===== config.mk =====
export PLATFORM = sky130hd
export DESIGN_NAME = scal_fac_adap
export DESIGN_NICKNAME = d
export VERILOG_FILES = /design/src/rtl/adpcm_pkg.sv /design/src/rtl/functw.sv /design/src/rtl/scal_fac_adap.sv
export SDC_FILE = /design/constraint.sdc
export NUM_CORES = 1
export LEC_CHECK = 0
export ABC_AREA = 1
export ABC_CLOCK_PERIOD_IN_PS = 18300
export BUFFER_PORTS_ARGS = -buffer_cell sky130_fd_sc_hd__buf_2
export CAP_MARGIN = 20
export CORE_ASPECT_RATIO = 1.2
export CORE_MARGIN = 5
export CORE_UTILIZATION = 55
export CTS_CLUSTER_SIZE = 10
export DETAILED_ROUTE_END_ITERATION = 10
export PLACE_DENSITY_LB_ADDON = 0.1
export SLEW_MARGIN = 40
export SYNTH_ARGS = -nofsm -noshare
export SYNTH_HDL_FRONTEND = slang
export SYNTH_HIERARCHICAL = 1
export SYNTH_SLANG_ARGS = --single-unit

===== constraint.sdc =====
create_clock -name CLK -period 18.3 [get_ports CLK]
set_clock_uncertainty 0.2 [all_clocks]
set_input_delay 0.915 -clock CLK [delete_from_list [all_inputs] [get_ports CLK]]
set_output_delay 0.915 -clock CLK [all_outputs]
set_load 0.02 [all_outputs]

===== src/rtl/adpcm_pkg.sv =====
// Shared ADPCM definitions: rate encodings, W(I) tables, scale-factor limits,
// reset values and the scale-factor adaptation FSM state type.
package adpcm_pkg;

    // RATE field encodings (codeword width follows the rate)
    localparam logic [1:0] RATE_16 = 2'b11;   // 2-bit codewords
    localparam logic [1:0] RATE_24 = 2'b10;   // 3-bit codewords
    localparam logic [1:0] RATE_32 = 2'b01;   // 4-bit codewords
    localparam logic [1:0] RATE_40 = 2'b00;   // 5-bit codewords

    // Datapath widths
    localparam int YU_W   = 13;   // fast scale factor / quantizer scale factor
    localparam int YL_W   = 19;   // slow scale factor (YU with 6 fraction bits)
    localparam int WI_W   = 12;   // W(I) table entries, two's complement
    localparam int AL_W   = 7;    // speed-control parameter 0..64
    localparam int DIF_W  = 14;   // signed YU - (YL>>6)
    localparam int PROD_W = 20;   // |DIF| * AL before the >>6

    // Fast scale factor limits and reset values
    localparam logic [YU_W-1:0] YU_MIN      = 13'd544;
    localparam logic [YU_W-1:0] YU_MAX      = 13'd5120;
    localparam logic [YU_W-1:0] YU_RST_DFLT = 13'd544;
    localparam logic [YL_W-1:0] YL_RST_DFLT = 19'd34816;
    localparam logic [YU_W-1:0] Y_RST       = 13'd544;

    // Speed-control parameter ceiling
    localparam logic [AL_W-1:0] AL_MAX = 7'd64;

    // Serial multiplier: one AL bit per MIX cycle
    localparam int             MIX_CYCLES = AL_W;
    localparam logic [2:0]     MIX_LAST   = 3'(MIX_CYCLES - 1);

    // W(I) tables indexed by codeword magnitude
    localparam logic signed [WI_W-1:0] W16_TAB [0:1] = '{
        -12'sd22, 12'sd439
    };
    localparam logic signed [WI_W-1:0] W24_TAB [0:3] = '{
        -12'sd4, 12'sd30, 12'sd137, 12'sd582
    };
    localparam logic signed [WI_W-1:0] W32_TAB [0:7] = '{
        -12'sd12, 12'sd18, 12'sd41, 12'sd64,
         12'sd112, 12'sd198, 12'sd355, 12'sd1122
    };
    localparam logic signed [WI_W-1:0] W40_TAB [0:15] = '{
        12'sd14,  12'sd14,  12'sd24,  12'sd39,
        12'sd40,  12'sd41,  12'sd58,  12'sd100,
        12'sd141, 12'sd179, 12'sd219, 12'sd280,
        12'sd358, 12'sd440, 12'sd529, 12'sd696
    };

    // Scale-factor adaptation sequencing
    typedef enum logic [1:0] {
        IDLE = 2'd0,
        UPD  = 2'd1,
        MIX  = 2'd2,
        DONE = 2'd3
    } sfa_state_t;

endpackage


===== src/rtl/functw.sv =====
// W(I) lookup: maps an ADPCM codeword to its log-domain scale-factor weight.
module functw
    import adpcm_pkg::*;
(
    input  logic [1:0]             RATE,
    input  logic [4:0]             I,
    output logic signed [WI_W-1:0] WI
);

    logic       mag16;
    logic [1:0] mag24;
    logic [2:0] mag32;
    logic [3:0] mag40;

    // Fold the sign bit away (negative codes invert the rest), then pick the rate's table
    always_comb begin
        mag16 = I[1] ? ~I[0]   : I[0];
        mag24 = I[2] ? ~I[1:0] : I[1:0];
        mag32 = I[3] ? ~I[2:0] : I[2:0];
        mag40 = I[4] ? ~I[3:0] : I[3:0];
        case (RATE)
            RATE_16: WI = W16_TAB[mag16];
            RATE_24: WI = W24_TAB[mag24];
            RATE_32: WI = W32_TAB[mag32];
            default: WI = W40_TAB[mag40];
        endcase
    end

endmodule


===== src/rtl/scal_fac_adap.sv =====
// Quantizer scale factor adaptation: updates the fast (YU) and slow (YL)
// scale factors from a captured codeword, then mixes them with AL using a
// 7-cycle serial shift-add multiplier and registers the result on Y.
module scal_fac_adap
    import adpcm_pkg::*;
#(
    parameter logic [YU_W-1:0] YU_RST = YU_RST_DFLT,
    parameter logic [YL_W-1:0] YL_RST = YL_RST_DFLT
) (
    input  logic            CLK,
    input  logic            reset,
    input  logic            STB,
    input  logic [4:0]      I,
    input  logic [1:0]      RATE,
    input  logic [AL_W-1:0] AL,
    output logic [YU_W-1:0] Y,
    output logic            Y_VALID,
    output logic            BUSY,
    input  logic            scan_enable,
    input  logic            scan_in0,
    input  logic            scan_in1,
    input  logic            scan_in2,
    input  logic            scan_in3,
    input  logic            scan_in4,
    output logic            scan_out0,
    output logic            scan_out1,
    output logic            scan_out2,
    output logic            scan_out3,
    output logic            scan_out4
);

    // Control
    sfa_state_t state, state_nxt;
    logic       accept;
    logic [2:0] mix_cnt;

    // Captured transaction (stage 0)
    logic [4:0]      i_p0;
    logic [1:0]      rate_p0;
    logic [AL_W-1:0] al_p0;

    // Scale factor state and update path
    logic signed [WI_W-1:0]  wi;
    logic [YU_W-1:0]         yu;
    logic [YL_W-1:0]         yl;
    logic signed [16:0]      dyu;
    logic [YU_W-1:0]         yut;
    logic [YU_W-1:0]         yup;
    logic signed [YL_W:0]    dyl;
    logic [YL_W-1:0]         yl_nxt;
    logic signed [DIF_W-1:0] dif;
    logic [DIF_W-1:0]        dif_mag;

    // Serial multiplier (stage 1)
    logic [PROD_W-1:0] mcand_p1;
    logic [PROD_W-1:0] prod_p1;
    logic [AL_W-1:0]   mplier_p1;
    logic              neg_p1;

    // Final mix
    logic [YU_W-1:0] prod_sh;
    logic [YU_W-1:0] y_new;

    logic unused_scan;

    function automatic logic [YU_W-1:0] sat_yu(input logic [YU_W-1:0] v);
        if (v < YU_MIN)
            return YU_MIN;
        else if (v > YU_MAX)
            return YU_MAX;
        else
            return v;
    endfunction

    function automatic logic [AL_W-1:0] sat_al(input logic [AL_W-1:0] v);
        return (v > AL_MAX) ? AL_MAX : v;
    endfunction

    function automatic logic [DIF_W-1:0] abs_dif(input logic signed [DIF_W-1:0] v);
        return v[DIF_W-1] ? $unsigned(-v) : $unsigned(v);
    endfunction

    // Scan chain hooks are stitched in later; until then the outputs are tied low
    assign scan_out0   = 1'b0;
    assign scan_out1   = 1'b0;
    assign scan_out2   = 1'b0;
    assign scan_out3   = 1'b0;
    assign scan_out4   = 1'b0;
    assign unused_scan = ^{scan_enable, scan_in0, scan_in1, scan_in2, scan_in3, scan_in4};

    functw u_functw (
        .RATE (rate_p0),
        .I    (i_p0),
        .WI   (wi)
    );

    // FSM state register
    always_ff @(posedge CLK or posedge reset) begin
        if (reset)
            state <= IDLE;
        else
            state <= state_nxt;
    end

    // FSM next state; STB is only honoured in IDLE
    always_comb begin
        state_nxt = state;
        accept    = 1'b0;
        BUSY      = (state != IDLE) || Y_VALID;
        case (state)
            IDLE: begin
                if (STB) begin
                    accept    = 1'b1;
                    state_nxt = UPD;
                end
            end
            UPD:     state_nxt = MIX;
            MIX:     if (mix_cnt == MIX_LAST) state_nxt = DONE;
            DONE:    state_nxt = IDLE;
            default: state_nxt = IDLE;
        endcase
    end

    // Stage 0 -> 1: YU/YL update arithmetic and the signed difference of the new values
    always_comb begin
        dyu     = $signed({wi, 5'b0}) - $signed({4'b0, Y});
        yut     = Y + YU_W'(dyu >>> 5);
        yup     = sat_yu(yut);
        dyl     = $signed({1'b0, yup, 6'b0}) - $signed({1'b0, yl});
        yl_nxt  = yl + YL_W'(dyl >>> 6);
        dif     = $signed({1'b0, yup}) - $signed({1'b0, yl_nxt[YL_W-1:6]});
        dif_mag = abs_dif(dif);
    end

    // Stage 1 -> out: apply the signed product to the integer part of YL
    always_comb begin
        prod_sh = YU_W'(prod_p1 >> 6);
        y_new   = neg_p1 ? (yl[YL_W-1:6] - prod_sh) : (yl[YL_W-1:6] + prod_sh);
    end

    // Architectural state: MIX step counter, scale factors, output and its valid pulse
    always_ff @(posedge CLK or posedge reset) begin
        if (reset) begin
            mix_cnt <= '0;
            yu      <= YU_RST;
            yl      <= YL_RST;
            Y       <= Y_RST;
            Y_VALID <= 1'b0;
        end else begin
            mix_cnt <= (state == MIX) ? mix_cnt + 3'd1 : 3'd0;
            Y_VALID <= (state == DONE);
            if (state == UPD) begin
                yu <= yup;
                yl <= yl_nxt;
            end
            if (state == DONE)
                Y <= y_new;
        end
    end

    // Datapath registers: capture on accept, load the multiplier in UPD, shift-add in MIX
    always_ff @(posedge CLK) begin
        if (accept) begin
            i_p0    <= I;
            rate_p0 <= RATE;
            al_p0   <= sat_al(AL);
        end
        if (state == UPD) begin
            mcand_p1  <= PROD_W'(dif_mag);
            mplier_p1 <= al_p0;
            prod_p1   <= '0;
            neg_p1    <= dif[DIF_W-1];
        end else if (state == MIX) begin
            if (mplier_p1[0])
                prod_p1 <= prod_p1 + mcand_p1;
            mcand_p1  <= mcand_p1 << 1;
            mplier_p1 <= mplier_p1 >> 1;
        end
    end

endmodule


# Word-level counts from Yosys, hierarchy flattened
# Memory sizes are Yosys's and may differ from the RTL's.
# Cells that the tools add are included.
# word_totals
reg_bits,100
mem_bits_ro,288
inputBits,23
memories,2
# op_classes
add_sub_neg,10
n_lt_le_gt_ge,7
eq_ne,9
muxes,29
n_bitwise,8
reduce_logical,6
# memory_table
memory,words,width,rd,rd_ports_with_merged_regs,write_ports,line,text
(name not given),16,12,1,0,0,functw.sv:25,default: WI = W40_TAB[mag40];
(name not given),8,12,1,0,0,functw.sv:24,RATE_32: WI = W32_TAB[mag32];
# op_table
op,count
two-way mux 12 bit,9
two-way mux 14 bit,3
two-way mux 13 bit,3
one-hot mux 12 bit (3 select lines),1
adder 13 bit,2
binary-select mux 12 bit (select 2 bit),1
adder 20 bit,1
subtractor 19 x 19 -> 20 bit,1
adder 19 bit,1
subtractor 17 x 14 -> 17 bit,1
two-way mux 7 bit,2
negation 14 bit,1
subtractor 13 x 13 -> 14 bit,1
"greater-than comparator 13 bit, second input constant",1
"less-than comparator 13 x 10 -> 1 bit, second input constant",1
subtractor 13 bit,1
"equality test 2 bit, second input constant",4
one-hot mux 2 bit (4 select lines),1
"greater-than comparator 7 bit, second input constant",1
two-way mux 2 bit,3
two-way mux 3 bit,2
"greater-or-equal comparator 5 bit, second input constant",1
NOT 4 -> 5 bit,1
"equality test 2 x 1 -> 1 bit, second input constant",2
19 further kinds,24

# Depth between registers and ports, before layout
# logic_depth
ltp_word,18
depth_mapped,82
mapped_depth_nobuf,80

# Hierarchy
# The synthesis kept the hierarchy.
# modules_own_cells
module,instances,cells_each,area_per_inst_um2,seq_area_each_um2
scal_fac_adap,1,1336,9361.5,2517.4
functw,1,180,912.1,0.0

# Least setup slack after synthesis
# No wires, ideal clock.
# synth_path
path_type,register to register
start,reg i_p0[4]
end,reg mcand_p1[7] (data pin)
t_arrival_ns,8.705
required_ns,17.836
setup_slack_ns,9.131
stages_incl_launch_ff,76
path_cell_list,edfxtp_1 -> buf_4 -> inv_2 -> nand2_1 -> nand2_1 -> inv_1 -> ha_1 -> nand2_1 -> nand2_1 -> nand2_1 -> nand2_1 -> inv_1 -> nand2_1 -> ha_1 -> nand2_1 -> nor2_1 -> nor2_1 -> nand2_2 -> [40 not listed] -> nand2_1 -> a21oi_1 -> inv_1 -> a21oi_1 -> nor2_1 -> nor2_1 -> xor2_1 -> xnor2_1 -> ha_1 -> inv_1 -> o31ai_1 -> inv_1 -> nand2_4 -> inv_2 -> buf_6 -> o21ai_2 -> xor2_1 -> o21ai_1
# synth_between
elab_cells_between_ends,18
classes_between,add/sub (6); order compare (2); mux (8); bitwise (1); memory (1)
# synth_rtl
item,line,text
from (decl),scal_fac_adap.sv:38,logic [4:0] i_p0;
from (signal assigned),scal_fac_adap.sv:164,i_p0 <= I;
two-way mux 4 bit *,functw.sv:20,mag40 = I[4] ? ~I[3:0] : I[3:0];
NOT 4 -> 5 bit (implied by the code) *,functw.sv:25,
memory (16 x 12 bit) *,--,
two-way mux 12 bit (implied by the code) * (2 in a row),functw.sv:25,
one-hot mux 12 bit (3 select lines) *,functw.sv:21,case (RATE)
via wi[1],scal_fac_adap.sv:43,logic signed [WI_W-1:0] wi;
subtractor 17 x 14 -> 17 bit *,scal_fac_adap.sv:126,"dyu = $signed({wi, 5'b0}) - $signed({4'b0, Y});"
adder 13 bit *,scal_fac_adap.sv:127,yut = Y + YU_W'(dyu >>> 5);
greater-than comparator 13 bit,scal_fac_adap.sv:69,else if (v > YU_MAX)
two-way mux 13 bit,scal_fac_adap.sv:69,
two-way mux 13 bit *,scal_fac_adap.sv:67,if (v < YU_MIN)
subtractor 19 x 19 -> 20 bit,scal_fac_adap.sv:129,"dyl = $signed({1'b0, yup, 6'b0}) - $signed({1'b0, yl});"
adder 19 bit,scal_fac_adap.sv:130,yl_nxt = yl + YL_W'(dyl >>> 6);
subtractor 13 x 13 -> 14 bit *,scal_fac_adap.sv:131,"dif = $signed({1'b0, yup}) - $signed({1'b0, yl_nxt[YL_W-1:6]});"
via dif[13],scal_fac_adap.sv:51,logic signed [DIF_W-1:0] dif;
two-way mux 14 bit *,scal_fac_adap.sv:80,return v[DIF_W-1] ? $unsigned(-v) : $unsigned(v);
two-way mux 14 bit *,scal_fac_adap.sv:168,if (state == UPD) begin
to (signal assigned),scal_fac_adap.sv:169,mcand_p1 <= PROD_W'(dif_mag);
to (signal assigned),scal_fac_adap.sv:176,mcand_p1 <= mcand_p1 << 1;
to (decl),scal_fac_adap.sv:55,logic [PROD_W-1:0] mcand_p1;
# The timed path passes the listed nets; every way through them passes the cells marked *. The select of a mux whose other input is x is not followed.
# A chain may end at the register's enable or synchronous reset.

# Worst setup path after layout
# layout_path
start,reg i_p0[4]
end,reg mcand_p1[12] (data pin)
# layout_between
elab_chain_len,17
elab_cells_between_ends,18
classes_between,add/sub (6); order compare (2); mux (8); bitwise (1); memory (1)
# layout_rtl
item,line
two-way mux 4 bit *,functw.sv:20
NOT 4 -> 5 bit (implied by the code) *,functw.sv:25
memory (16 x 12 bit) *,--
two-way mux 12 bit (implied by the code) * (2 in a row),functw.sv:25
one-hot mux 12 bit (3 select lines) *,functw.sv:21
via wi[1],scal_fac_adap.sv:43
subtractor 17 x 14 -> 17 bit *,scal_fac_adap.sv:126
adder 13 bit *,scal_fac_adap.sv:127
greater-than comparator 13 bit,scal_fac_adap.sv:69
two-way mux 13 bit,scal_fac_adap.sv:69
two-way mux 13 bit *,scal_fac_adap.sv:67
subtractor 19 x 19 -> 20 bit,scal_fac_adap.sv:129
adder 19 bit,scal_fac_adap.sv:130
subtractor 13 x 13 -> 14 bit *,scal_fac_adap.sv:131
negation 14 bit,scal_fac_adap.sv:80
two-way mux 14 bit *,scal_fac_adap.sv:80
two-way mux 14 bit *,scal_fac_adap.sv:168
# Marks and branches as above.

==> impl_metrics.py <==
metrics = {
    "route": {
        "detail_route.wl_per_cell_um": 13.8,
        "wl_um": 24800,
        "avgViaCountPerCell": 5.16,
        "first_iter_violations": 389,
        "post-route-drc-count": 0,
        "vias": 9254,
        "dr.pass1.iters": 5,
        "ant_nets": 0,
    },
    "grt": {
        "antenna_found_initial": 0,
        "grt_pass1_vias": 8794,
        "grt_pass1_wl_um": 41100,
        "grt_start_max_net_pins": 48,
        "grt_use_total_pct": 23.3,
        "grt-ovfl-total": 0,
    },
    "timing": {
        "worst_pin_slew_ps": 773,
        "maxSlewViolCount": 0,
        "post-route-min-period_ps": 11120,
        "relSlewSlack_pct": 48.1,
        "rsz0062_at_grt": "false",
        "finalHoldViolCount": 0,
        "final.setup.tns_ps": 0,
        "fmax_mhz": 89.9,
        "final.period_utilization_pct": 60.8,
        "layout_setup_ws_ps": 7180,
        "setup_viol": 0,
    },
    "cts": {
        "cts-hold-fix-buffers": 0,
        "tritoncts": "built",
        "cts_buffer_depth": 2,
        "cts.sinks": 98,
        "cts_setup_buffers": 0,
        "clockRootBuffer": "clkbuf_16",
        "cts-resized-gates": 0,
        "numCtsBuffers": 9,
        "clk_pin_slew_worst_paths_ps": 80,
        "htreeDepth": 3,
        "clock_latency_ps": 360,
    },
    "final_layout": {
        "fin_nets": 1671,
        "final_util_pct": 59.7,
        "area_delta_synth_final_pct": 6.35,
        "drive_above_1_share_pct": 10.2,
        "layout_commonest_cell": "nand2_1",
        "final_cell_mix": "398 x nand2_1, 224 x inv_1, 112 x nor2_1",
        "diodes": 0,
    },
    "setup_path": {
        "crit_start": "i_p0[4]",
        "crit_top_cell": "nand2_1",
        "cp.arrival_ps": 11040,
        "cpPeakStageDelay_ps": 520,
        "crit_required_ps": 18210,
        "r2r-start": "i_p0[4]",
        "r2r_cells": 74,
        "crit_path_end_kind": "flip-flop",
        "critPathMaxFanout": 15,
        "r2r_slack_ps": 7180,
        "critPathLaunchType": "flip-flop",
        "critPathSlowestCell": "edfxtp_1",
        "crit_type": "flip-flop to flip-flop",
    },
    "synth": {
        "synth.distinct_cells": 57,
        "synth_ff_type": "edfxtp_1",
        "yosysWarnings": 6,
        "async_flop_share_pct": 38.8,
        "netlist_instances": 1516,
        "syn_area_per_cell_um2": 6.78,
        "ys_seq_elements": 98,
        "netlist_area_um2": 10300,
        "synthTopCellsByArea": "nand2_1 15%, ha_1 13%, edfxtp_1 11%",
        "synth.top_cell.area_share_pct": 14.6,
        "synth.largest_area_cell": "nand2_1",
        "ys_seq_area_share_pct": 24.5,
        "synth_edf_count": 36,
    },
    "hold_path": {
        "holdPathStages": 1,
        "worstHoldPathType": "flip-flop to flip-flop",
        "min_from": "mix_cnt[0]",
    },
    "floorplanning": {
        "die_h_um": 160,
        "fp-row-count": 54,
        "dieWidth_um": 135,
        "ioPinCount": 43,
        "start_util_pct": 56.1,
        "core_um2": 18300,
        "die_area_um2": 21500,
    },
    "placement": {
        "pre_cts_slack_ps": 7250,
        "place_congestion": 0.895,
        "dp_hpwl_um": 20200,
        "portBuffers": 31,
    },
    "job": {
        "cap_violations": 0,
    },
    "status": {
        "status": "finished, final reports clean",
    },
}
registers in the layout, indices dropped and copies added (netlist names):
| register | cells |
|---|---|
| Y_VALID | 1 |
| yl | 19 |
| mplier_p1 | 7 |
| al_p0 | 7 |
| neg_p1 | 1 |
| mcand_p1 | 19 |
| Y | 13 |
| rate_p0 | 2 |
| i_p0 | 5 |
| state | 2 |
| prod_p1 | 19 |
| mix_cnt | 3 |
area by class of cell:
| class | count | area [um2] |
|---|---|---|
| fillers | 1771 | 7380 |
| multi-input cells | 1150 | 6690 |
| flip-flops and latches | 98 | 2520 |
| inverters | 244 | 923 |
| well taps | 252 | 315 |
| clock buffers | 10 | 239 |
| repair buffers | 34 | 178 |
| clock inverters | 6 | 58.8 |
layer usage:
| metal | global-route usage (%) | vias to the layer above | wire length (um) |
|---|---|---|---|
| li1 | - | 4936 | - |
| met1 | 29.1 | 4154 | 11100 |
| met2 | 40.9 | 122 | 12300 |
| met3 | 2.58 | 42 | 594 |
| met4 | 8.75 | 0 | 816 |
| met5 | 0 | - | 0 |
worst paths after layout:
kind                                 to
hold / removal               mix_cnt[0]
max in group asynchronous        yl[11]
min in group asynchronous         Y[10]
setup reg to reg           mcand_p1[12]
setup / recovery           mcand_p1[12]
hold reg to reg              mix_cnt[0]
worst max-delay path: cells and delay by family, from the launching register on:
family	cells	cell delay, ps
xor+xnor	2	390
flops	1	520
compound gates	12	2040
fa+ha+maj	6	1800
buf+inv	13	1190
simple gates	41	4720
logic make-up (layout without fill, tap and decap cells):
logic type	Yosys count	count (layout)	synth area share [%]
adders and majority gates	111	111	13.8
and+or+nand+nor	727	727	32.2
xor gates and xnor gates	76	76	6.55
buffers and inverters	272	294	10.5
AOI/OAI and AO/OA	231	231	12.3
DFF	98	98	24.5
other	1	5	0.0365
cell usage after synthesis, types with 3 or more instances:
cell	n
a21o_1	5
a21oi_1	85
a21oi_2	3
a31oi_1	4
buf_4	8
buf_6	3
clkbuf_1	15
dfrtp_1	34
dfstp_2	4
dfxtp_1	24
edfxtp_1	36
fa_1	4
ha_1	107
inv_1	224
inv_2	16
nand2_1	399
nand2_2	22
nand2_4	7
nand3_1	96
nand3_2	18
nand3b_1	6
nand4_1	22
nor2_1	112
nor2_2	15
nor2_4	4
nor3_1	9
nor4_1	4
o21ai_0	103
o21ai_1	6
o21ai_2	4
o22ai_1	3
o31ai_1	7
or2_2	4
xnor2_1	17
xor2_1	58
metrics by stage:
step,area [um2],cells,hold slack [ps]
floorplan,10300,1520,232
global placement,10600,1778,252
detailed placement,10600,1778,263
CTS,10900,1794,274
global route,10900,1794,299
finish,10900,1794,269
Power is left out: the tool's default activity adds up to more than one toggle a clock period on the data nets, which glitch-free logic cannot reach.
